[config.mk]
export PLATFORM = sky130hd
export DESIGN_NAME = uart_tx_arbiter
export DESIGN_NICKNAME = d
export VERILOG_FILES = /design/src/rtl/uart_tx_arbiter.sv
export SDC_FILE = /design/constraint.sdc
export NUM_CORES = 1
export LEC_CHECK = 0
export CORE_MARGIN = 4
export CORE_UTILIZATION = 45
export DETAILED_ROUTE_END_ITERATION = 10
export GPL_TIMING_DRIVEN = 0
export PLACE_DENSITY = 0.74
export SLEW_MARGIN = 30
export SYNTH_ARGS = -nofsm -noshare
export SYNTH_HDL_FRONTEND = slang
export SYNTH_SLANG_ARGS = --single-unit
[constraint.sdc]
create_clock -name clk -period 2.5 [get_ports clk]
set_clock_uncertainty 0.15 [all_clocks]
set_input_delay 0.5 -clock clk [delete_from_list [all_inputs] [get_ports clk]]
set_output_delay 0.5 -clock clk [all_outputs]
set_load 0.1 [all_outputs]
[src/rtl/uart_tx_arbiter.sv]
// Round-robin arbiter that shares one UART transmitter among N_REQ byte sources,
// with bounded bursts per grant and a watchdog that aborts a stuck frame.
module uart_tx_arbiter #(
    parameter int N_REQ          = 4,
    parameter int DATA_W         = 8,
    parameter int MAX_BURST      = 4,
    parameter int TIMEOUT_CYCLES = 12500,
    localparam int IDX_W         = (N_REQ > 1) ? $clog2(N_REQ) : 1
) (
    input  logic                      clk,
    input  logic                      rst,
    input  logic [N_REQ-1:0]          req,
    input  logic [N_REQ*DATA_W-1:0]   req_data,
    output logic [N_REQ-1:0]          ack,
    output logic                      tx_start,
    output logic [DATA_W-1:0]         tx_data,
    input  logic                      tx_done,
    output logic                      busy,
    output logic [IDX_W-1:0]          owner,
    output logic                      err_timeout,
    output logic [IDX_W-1:0]          err_src
);

    localparam int BC_W = $clog2(MAX_BURST + 1);
    localparam int WD_W = $clog2(TIMEOUT_CYCLES + 1);
    localparam logic [BC_W-1:0]  BURST_MAX = BC_W'(MAX_BURST);
    localparam logic [WD_W-1:0]  WD_LAST   = WD_W'(TIMEOUT_CYCLES - 1);
    localparam logic [IDX_W-1:0] LAST_INIT = IDX_W'(N_REQ - 1);
    localparam logic [N_REQ-1:0] ONE_HOT0  = {{(N_REQ-1){1'b0}}, 1'b1};

    typedef enum logic {S_IDLE, S_WAIT} state_t;

    state_t            state, state_nxt;
    logic [IDX_W-1:0]  last_grant, last_grant_nxt;
    logic [BC_W-1:0]   burst_cnt, burst_cnt_nxt;
    logic [WD_W-1:0]   wdog, wdog_nxt;
    logic [N_REQ-1:0]  ack_nxt;
    logic              tx_start_nxt;
    logic [DATA_W-1:0] tx_data_nxt;
    logic [IDX_W-1:0]  owner_nxt;
    logic              err_timeout_nxt;
    logic [IDX_W-1:0]  err_src_nxt;

    logic [DATA_W-1:0] req_bytes [N_REQ];
    logic [IDX_W-1:0]  winner;
    logic [IDX_W-1:0]  cand;
    logic              done;

    always_comb begin
        for (int i = 0; i < N_REQ; i++) begin
            req_bytes[i] = req_data[i*DATA_W +: DATA_W];
        end
    end

    // Scan from farthest to nearest so the nearest requester after last_grant wins.
    always_comb begin
        winner = '0;
        cand   = '0;
        for (int k = N_REQ; k >= 1; k--) begin
            cand = IDX_W'((int'(last_grant) + k) % N_REQ);
            if (req[cand]) begin
                winner = cand;
            end
        end
    end

    // A tx_done coinciding with our own start pulse belongs to a previous frame.
    assign done = tx_done && !tx_start;

    always_comb begin
        state_nxt       = state;
        last_grant_nxt  = last_grant;
        burst_cnt_nxt   = burst_cnt;
        wdog_nxt        = wdog;
        ack_nxt         = '0;
        tx_start_nxt    = 1'b0;
        tx_data_nxt     = tx_data;
        owner_nxt       = owner;
        err_timeout_nxt = 1'b0;
        err_src_nxt     = err_src;
        case (state)
            S_IDLE: begin
                if (|req) begin
                    owner_nxt     = winner;
                    tx_data_nxt   = req_bytes[winner];
                    ack_nxt       = ONE_HOT0 << winner;
                    tx_start_nxt  = 1'b1;
                    burst_cnt_nxt = BC_W'(1);
                    wdog_nxt      = '0;
                    state_nxt     = S_WAIT;
                end
            end
            S_WAIT: begin
                wdog_nxt = wdog + 1'b1;
                if (done) begin
                    if (req[owner] && (burst_cnt < BURST_MAX)) begin
                        tx_data_nxt   = req_bytes[owner];
                        ack_nxt       = ONE_HOT0 << owner;
                        tx_start_nxt  = 1'b1;
                        burst_cnt_nxt = burst_cnt + 1'b1;
                        wdog_nxt      = '0;
                    end else begin
                        last_grant_nxt = owner;
                        state_nxt      = S_IDLE;
                    end
                end else if (wdog == WD_LAST) begin
                    err_timeout_nxt = 1'b1;
                    err_src_nxt     = owner;
                    last_grant_nxt  = owner;
                    state_nxt       = S_IDLE;
                end
            end
            default: state_nxt = S_IDLE;
        endcase
    end

    always_ff @(posedge clk or posedge rst) begin
        if (rst) begin
            state       <= S_IDLE;
            last_grant  <= LAST_INIT;
            burst_cnt   <= '0;
            wdog        <= '0;
            ack         <= '0;
            tx_start    <= 1'b0;
            tx_data     <= '0;
            owner       <= '0;
            err_timeout <= 1'b0;
            err_src     <= '0;
            busy        <= 1'b0;
        end else begin
            state       <= state_nxt;
            last_grant  <= last_grant_nxt;
            burst_cnt   <= burst_cnt_nxt;
            wdog        <= wdog_nxt;
            ack         <= ack_nxt;
            tx_start    <= tx_start_nxt;
            tx_data     <= tx_data_nxt;
            owner       <= owner_nxt;
            err_timeout <= err_timeout_nxt;
            err_src     <= err_src_nxt;
            busy        <= (state_nxt != S_IDLE);
        end
    end

endmodule

# Word-level counts from Yosys, hierarchy flattened
# Index checks and enable logic that the tools add are counted.
[totals] register_bits=38 input_bits=39 word_cells=93 output_inout_bits=19
[classes] n_shift=2 eq_ne=5 mux=49 bitwise_logic=4 n_addsub=6 n_lt_le_gt_ge=8 n_reduce_logical=9
[ops] cell="8-bit two-way mux" n=7
[ops] cell="14-bit two-way mux" n=3
[ops] cell="8-bit binary-select mux with 2-bit select" n=2
[ops] cell="14-bit case mux with 2 select lines" n=1
[ops] cell="8-bit case mux with 2 select lines" n=1
[ops] cell="2-bit by 3-bit < comparator with 1-bit output (second input constant)" n=5
[ops] cell="14-bit by 1-bit adder with 14-bit output (second input constant)" n=1
[ops] cell="14-bit == test (second input constant)" n=1
[ops] cell="2-bit two-way mux" n=7
[ops] cell="1-bit two-way mux" n=13
[ops] cell="4-bit two-way mux" n=3
[ops] cell="1-bit binary-select mux with 2-bit select" n=5
[ops] cell="3-bit two-way mux" n=3
[ops] cell="3-bit AND reduction" n=3
[ops] cell="4-bit case mux with 2 select lines" n=1
[ops] cell="1-bit by 2-bit << shifter with 4-bit output (first input constant)" n=2
[ops] cell="3-bit greater-or-equal comparator (second input constant)" n=2
[ops] cell="2-bit inverter with 3-bit output" n=2
[ops] cell="3-bit case mux with 2 select lines" n=1
[ops] cell="2-bit by 1-bit adder with 2-bit output (second input constant)" n=2
[ops] cell="2-bit adder (second input constant)" n=2
[ops] cell="2-bit by 1-bit != test with 1-bit output (second input constant)" n=2
[ops] cell="2-bit != test (second input constant)" n=2
[ops] cell="1-bit case mux with 2 select lines" n=2
[ops] cell="other kinds (8)" n=10

# Longest topological paths before layout
# Gate-level depths: netlist of run 1.
[depth] ltp_word=13 ltp_mapped=9 ltp_nobuf=6

# Worst setup path after synthesis of run 1
# OpenSTA, ideal clock, no wires.
[synth_path] kind="reg-to-reg" from="reg owner[0]" to="reg last_grant[1]" stages_incl_launch_ff=6 setup_time_ns=0.085 path_buffers=1 arrival_time_ns=2.396 required_time_ns=2.265 period_less_slack_ns=2.631 slack_ns=-0.131 path_cell_list="dfrtp_1 -> mux4_2 -> a21o_1 -> buf_6 -> a21oi_2 -> mux2_1"
[synth_between] elab_chain_cells=5
[synth_rtl] item="from (decl)" line_no="19" rtl="output logic [IDX_W-1:0] owner,"
[synth_rtl] item="from (signal assigned)" line_no="138" rtl="owner <= owner_nxt;"
[synth_rtl] item="1-bit binary-select mux with 2-bit select" line_no="96" rtl="if (req[owner] && (burst_cnt < BURST_MAX)) begin"
[synth_rtl] item="1-bit two-way mux (implied by the code)" line_no="96"
[synth_rtl] item="1-bit logical AND" line_no="96"
[synth_rtl] item="2-bit != test (no source line)"
[synth_rtl] item="3-bit AND reduction (no source line)"
[synth_rtl] item="to (signal assigned)" line_no="132" rtl="last_grant <= last_grant_nxt;"
[synth_rtl] item="to (decl)" line_no="34" rtl="logic [IDX_W-1:0] last_grant, last_grant_nxt;"
# Every way passes these cells. The select of a mux whose other input is x is not followed.
# A chain may end at the register's enable or synchronous reset.

# Final worst setup path of run 1
[layout_path] from="reg ack[2]" to="out ack[2]"
[layout_rtl] item="from (decl)" line_no="14" rtl="output logic [N_REQ-1:0] ack,"
[layout_rtl] item="from (signal assigned)" line_no="135" rtl="ack <= ack_nxt;"
# No word-level cell between the ends.

==> results of run 1 <==
-- metal layers --
layer | part of all wire (%) | vias up
met5 | 0 | -
met4 | 0.47 | 0
met3 | 5.6 | 6
met2 | 51 | 86
met1 | 43 | 1190
li1 | - | 1180
-- power by group --
group          switching (W)  internal (W)
Sequential          0.000136      0.000812
Clock               0.000232      0.000297
Combinational        0.00179      0.000849
Total                0.00216       0.00196
-- repair_timing --
item                                    CTS  global route
endpoints found under the setup margin   10            16
hold endpoints to repair                  0             0
gates resized for setup                   4             9
-- state kept, by name, summed over array words and instances, names as in the netlist --
signal / flops
ack: 4
burst_cnt: 3
err_src: 2
err_timeout: 1
last_grant: 2
owner: 2
state: 1
tx_data: 8
tx_start: 1
wdog: 14
-- worst paths after layout --
kind	startpoint	endpoint	cells past startpoint
setup / recovery	ack[2]	ack[2]	1
hold / removal	burst_cnt[0]	burst_cnt[0]	1
setup reg to reg	last_grant[1]	tx_data[2]	7
hold reg to reg	burst_cnt[0]	burst_cnt[0]	1
max in group asynchronous	rst	last_grant[0]	3
min in group asynchronous	rst	tx_data[7]	2
-- worst reg2reg max path, delay by kind of cell, from the launching register on --
kind | cells | cell delay [ps]
buffers and inverters | 2 | 510
AO/OA/AOI/OAI | 3 | 490
flip-flops | 1 | 520
multiplexers | 2 | 440
-- layout make-up --
cell class | count | area (um2)
sequential | 38 | 956
tap | 72 | 90.1
multi-input combinational | 216 | 1500
inverter | 8 | 30.0
clock inverter | 3 | 45.0
fill | 488 | 2140
clock buffer | 5 | 68.8
timing repair buffer | 58 | 611
buffer | 23 | 133
-- through the flow --
step | hold WS (ps) | power (W)
global placement | 321 | 0.00357
global route | 350 | 0.00436
CTS | 338 | 0.00413
detailed placement | 327 | 0.00360
finish | 334 | 0.00411
floorplan | 307 | 0.00294
-- cell families (layout without fill, tap and decap cells) --
logic type	after synthesis	in the layout
flops	38	38
xor+xnor	1	1
buf+inv	32	97
fa+ha+maj	2	2
simple gates	106	106
mux	31	31
compound gates	76	76
-- cells in the final DEF, fill, tap and decap left out, types with 9 or more instances in the layout --
cell type        netlist  routed
a21oi_1               23      23
nor2_1                19      19
mux4_2                 9       9
o21ai_0               21      21
clkdlybuf4s50_1        0      49
nor3b_1               17      17
dfrtp_1               36      34
nand2_1               41      41
mux2i_1               19      19
a41oi_1                9       9
==> impl_metrics.yaml, run 1 <==
route:
  avgViaCountPerCell: 5.82
  drt_iter0_drc: 101
  wl_per_cell_um: 17.0
  vias: 2462
  ant_nets: 0
  drtPass1Iterations: 4
  drc: 0
  totalWireLength_mm: 7.17
run_status:
  status: "complete, no violations"
synth:
  synthXorXnorAreaFrac_pct: 0.336
  synth_area_per_cell_um2: 9.10
  syn-cell-area_um2: 2600
  netlist_instances: 286
  yosysTopAreaCellShare_pct: 34.6
  synthTopCellsByCount: "nand2_1, dfrtp_1, a21oi_1"
  synth_top_family_by_area: "simple AND/OR/NAND/NOR gates"
  ys_dominant_reg_cell: "dfrtp_1"
  syn_nets: 327
  async_reset_ff_share_pct: 100
  yosys.area_share.adder_pct: 0.961
  synthMuxAreaShare_pct: 16.4
  synthMostInstantiatedCell: "nand2_1"
  synth_area_leader_cell: "dfrtp_1"
  synth.area.top_cells: "dfrtp_1, mux4_2, mux2i_1"
  yosys.area_share.simple_pct: 20.9
  yosysWarningCount: 0
  synth-edff-count: 0
  synth_compound_area_share_pct: 18.5
  yosys.cell_types.count: 47
  ys_ff_latch: 38
  ys_seq_area_share_pct: 36.6
worst_setup_path:
  worstPathCellList: "clkdlybuf4s50_1"
  rrSetupSlack_ps: 280
  cp-end-kind: "primary output"
  worst-setup-path-type: "flop to primary output"
  critical_path_arrival_ps: 1800
  crit_path_top_delay_cell: "clkdlybuf4s50_1"
  critPathMaxFanout: 1
  cp-start-kind: "flop"
  critPathBufInv: 1
  slowest_delay_ps: 1140
  required_ps: 1850
  critPathTopFamily: "buffers and inverters"
timing:
  clock.fmax_ghz: 0.408
  setup_ws_ps: 47.7
  finalCriticalPeriod_ps: 2450
  slew_headroom_pct: 33.7
  setup_tns_ps: 0
  tightest_slew_ps: 993
  finalSetupViolCount: 0
  finalCritPeriodShare_pct: 98.1
  rsz0062_at_grt: "false"
  final_hold_viol_count: 0
  drv_slew: 0
placed_design:
  place_area_um2: 3290
  dp.final_hpwl_mm: 5.31
  place_ws_ps: -367
  globalplace.congestion: 0.857
  placed_cells: 416
  portBuffers: 57
grt:
  gr-usage-met3_pct: 3.75
  grt_pass1_wl_mm: 11.8
  grt_util_met2_pct: 35.2
  grt.total_usage_pct: 20.4
  grt_pass1_vias: 2390
  overflow: 0
  grt_max_degree: 21
  use_met1_pct: 26.3
  grt_busiest_layer: "met2"
  antenna_found_initial: 0
floorplan:
  rows: 27
  die_area_um2: 7070
  ios: 58
  start_util_pct: 46.7
  die_y_um: 84.1
  die_w_um: 84.1
  core_area_um2: 5570
run:
  drv_cap: 0
clock_network:
  clk_latency_ps: 290
  clockBufferDepth: 2
  postCtsSetupRepairBufs: 0
  cts_buffers: 5
  cts_tree: "yes"
  hold_buffers: 0
  root_buffer: "clkbuf_8"
  h-tree-depth: 2
  clock_sinks: 38
  path_clk_slew_ps: 90
layout:
  area_delta_synth_final_pct: 31.7
  drive_gt1_share_pct: 14.0
  final_area_um2: 3430
  instances_no_fill: 423
  nets: 391
  fin_util_pct: 61.5
  antenna_cells: 0
pwr:
  power_leakage_nw: 1.44
  max-vdd-ir-drop_v: 0.000932
  power.density_nw_per_um2: 1200
min_path:
  hp-class: "flop to flop"
No activity file was read; power rests on OpenSTA's default activity.
==> inputs of run 2 (changes only) <==
Settings changed: ABC_CLOCK_PERIOD_IN_PS from default to 2500.
==> results of run 2 <==
Same layout as run 1: the final DEF is identical, and so are final timing and power.
==> inputs of run 3 (changes only) <==
Settings changed: CORE_UTILIZATION 45 to 25, PLACE_DENSITY 0.74 to 0.46, RECOVER_POWER from default to 25.
==> run 3 against run 2 <==
Final area rose by 1.8%. Total power rose by 3.3%. Clock power rose by 20%. Wire length rose by 14%. Flip-flop and latch count did not move. Register-to-register slack got worse by 50 ps. Die area rose by 71%. Highest routed layer unchanged.
==> impl_metrics.yaml, run 3 (synthesized netlist as in run 1, its figures left out) <==
layout:
  mostFrequentLayoutCell: "clkdlybuf4s50_1"
  largest_reg_flops: 14
  regMostFlops: "wdog"
  final_cell_mix: "clkdlybuf4s50_1, nand2_1, dfrtp_1"
  antenna_cells: 0
  reg.largest.list: "wdog x14, tx_data x8, ack x4"
  instances_no_fill: 483
  area_delta_synth_final_pct: 34.1
  nets: 390
  drive_gt1_share_pct: 13.7
floorplan:
  die_w_um: 110
  ios: 58
  die_area_um2: 12100
  rows: 36
  core_area_um2: 9950
  start_util_pct: 26.2
  die_y_um: 110
worst_setup_path:
  cp-start-kind: "flop"
  required_ps: 1850
  r2r-start: "last_grant[1]"
  cp-end-kind: "primary output"
  rr_endpoint: "tx_data[5]"
  critPathTopFamily: "buffers and inverters"
  worst-setup-path-type: "flop to primary output"
  cp_num_cells: 1
  critPathBufInv: 1
  slowest_delay_ps: 1150
  reg2reg_depth: 7
  worstPathCellList: "clkdlybuf4s50_1"
  critPathMaxFanout: 2
  rrSetupSlack_ps: 230
  critical_path_arrival_ps: 1830
  crit_path_top_delay_cell: "clkdlybuf4s50_1"
timing:
  slew_headroom_pct: 32.9
  rsz0062_at_grt: "false"
  finalCriticalPeriod_ps: 2480
  finalCritPeriodShare_pct: 99.1
  finalSetupViolCount: 0
  drv_slew: 0
  setup_tns_ps: 0
  setup_ws_ps: 22.7
  tightest_slew_ps: 1000
  final_hold_viol_count: 0
  clock.fmax_ghz: 0.404
grt:
  grt_max_degree: 28
  antenna_found_initial: 0
  grt.total_usage_pct: 13.9
  grt_pass1_vias: 2515
  grt_pass1_wl_mm: 13.0
  overflow: 0
pwr:
  power_leakage_nw: 1.41
  max-vdd-ir-drop_v: 0.000702
  power.density_nw_per_um2: 1220
  p_total_w: 0.00425
clock_network:
  clk_latency_ps: 290
  clockBufferDepth: 2
  path_clk_slew_ps: 80
  h-tree-depth: 2
  clock_sinks: 38
  cts_tree: "yes"
  root_buffer: "clkbuf_8"
  cts_buffers: 5
route:
  wl_per_cell_um: 17.0
  drt_iter0_drc: 91
  avgViaCountPerCell: 5.05
  drc: 0
  totalWireLength_mm: 8.20
  ant_nets: 0
  drtPass1Iterations: 4
  vias: 2441
placed_design:
  globalplace.congestion: 0.795
  placed_cells: 477
  dp.final_hpwl_mm: 6.08
  portBuffers: 57
  place_ws_ps: -351
run_status:
  status: "complete, no violations"
min_path:
  hold_path_depth: 1
  min_delay_worst_endpoint: "burst_cnt[0]"
  min_from: "burst_cnt[0]"
  hp-class: "flop to flop"
run:
  drv_cap: 0
==> run 3: cell types whose count changed in the layout (fill, tap and decap cells not counted), moves of 2 or more <==
cell	previous run	this run
clkdlybuf4s50_1	49	51
clkinvlp_4	2	0
dlygate4sd2_1	2	4
dlymetal6s2s_1	6	1
==> run 3: repair_timing <==
action,4_1_cts,5_1_grt
endpoints found under the setup margin,9,15
gates resized for setup,6,4
pin swaps,0,0
hold buffers,0,0
gates cloned,0,0
buffers inserted,0,0
==> run 3: worst max-delay path by stage <==
stage               startpoint         end  slack (ps)
global route          owner[1]    owner[1]        0.03
CTS                     req[0]  tx_data[0]          10
global placement        req[3]  tx_data[2]        -340
finish              tx_data[5]  tx_data[5]          20
detailed placement      req[1]  tx_data[6]        -350
floorplan                state  tx_data[0]         140
==> run 3: report_power, final <==
group,switching (W),internal (W)
Sequential,0.000151,0.000812
Combinational,0.00181,0.000835
Clock,0.000237,0.000400
==> run 3: cell type report <==
type / count / area, um2
Clock inverter: 3 / 68.8
Multi-Input combinational cell: 216 / 1500
Timing Repair Buffer: 58 / 573
Sequential cell: 38 / 956
Tap cell: 133 / 166
Inverter: 8 / 30.0
Fill cell: 1032 / 6460
Buffer: 22 / 129
Clock buffer: 5 / 68.8
==> run 3: per-layer routing <==
metal	vias to the layer above	global-route usage, %	wire length (um)
met1	1181	17.7	3610
met5	-	0	0
li1	1175	-	-
met4	0	4.81	61
met2	79	23.5	4080
met3	6	2.80	445
==> run 3: per-stage QoR <==
step / cell area, um2 / hold slack [ps] / util [%]
detailed placement: 3360 / 334 / 33.8
floorplan: 2610 / 307 / -
finish: 3490 / 340 / 35.1
CTS: 3510 / 318 / 35.2
global placement: 3340 / 317 / 33.6
global route: 3490 / 368 / 35.1
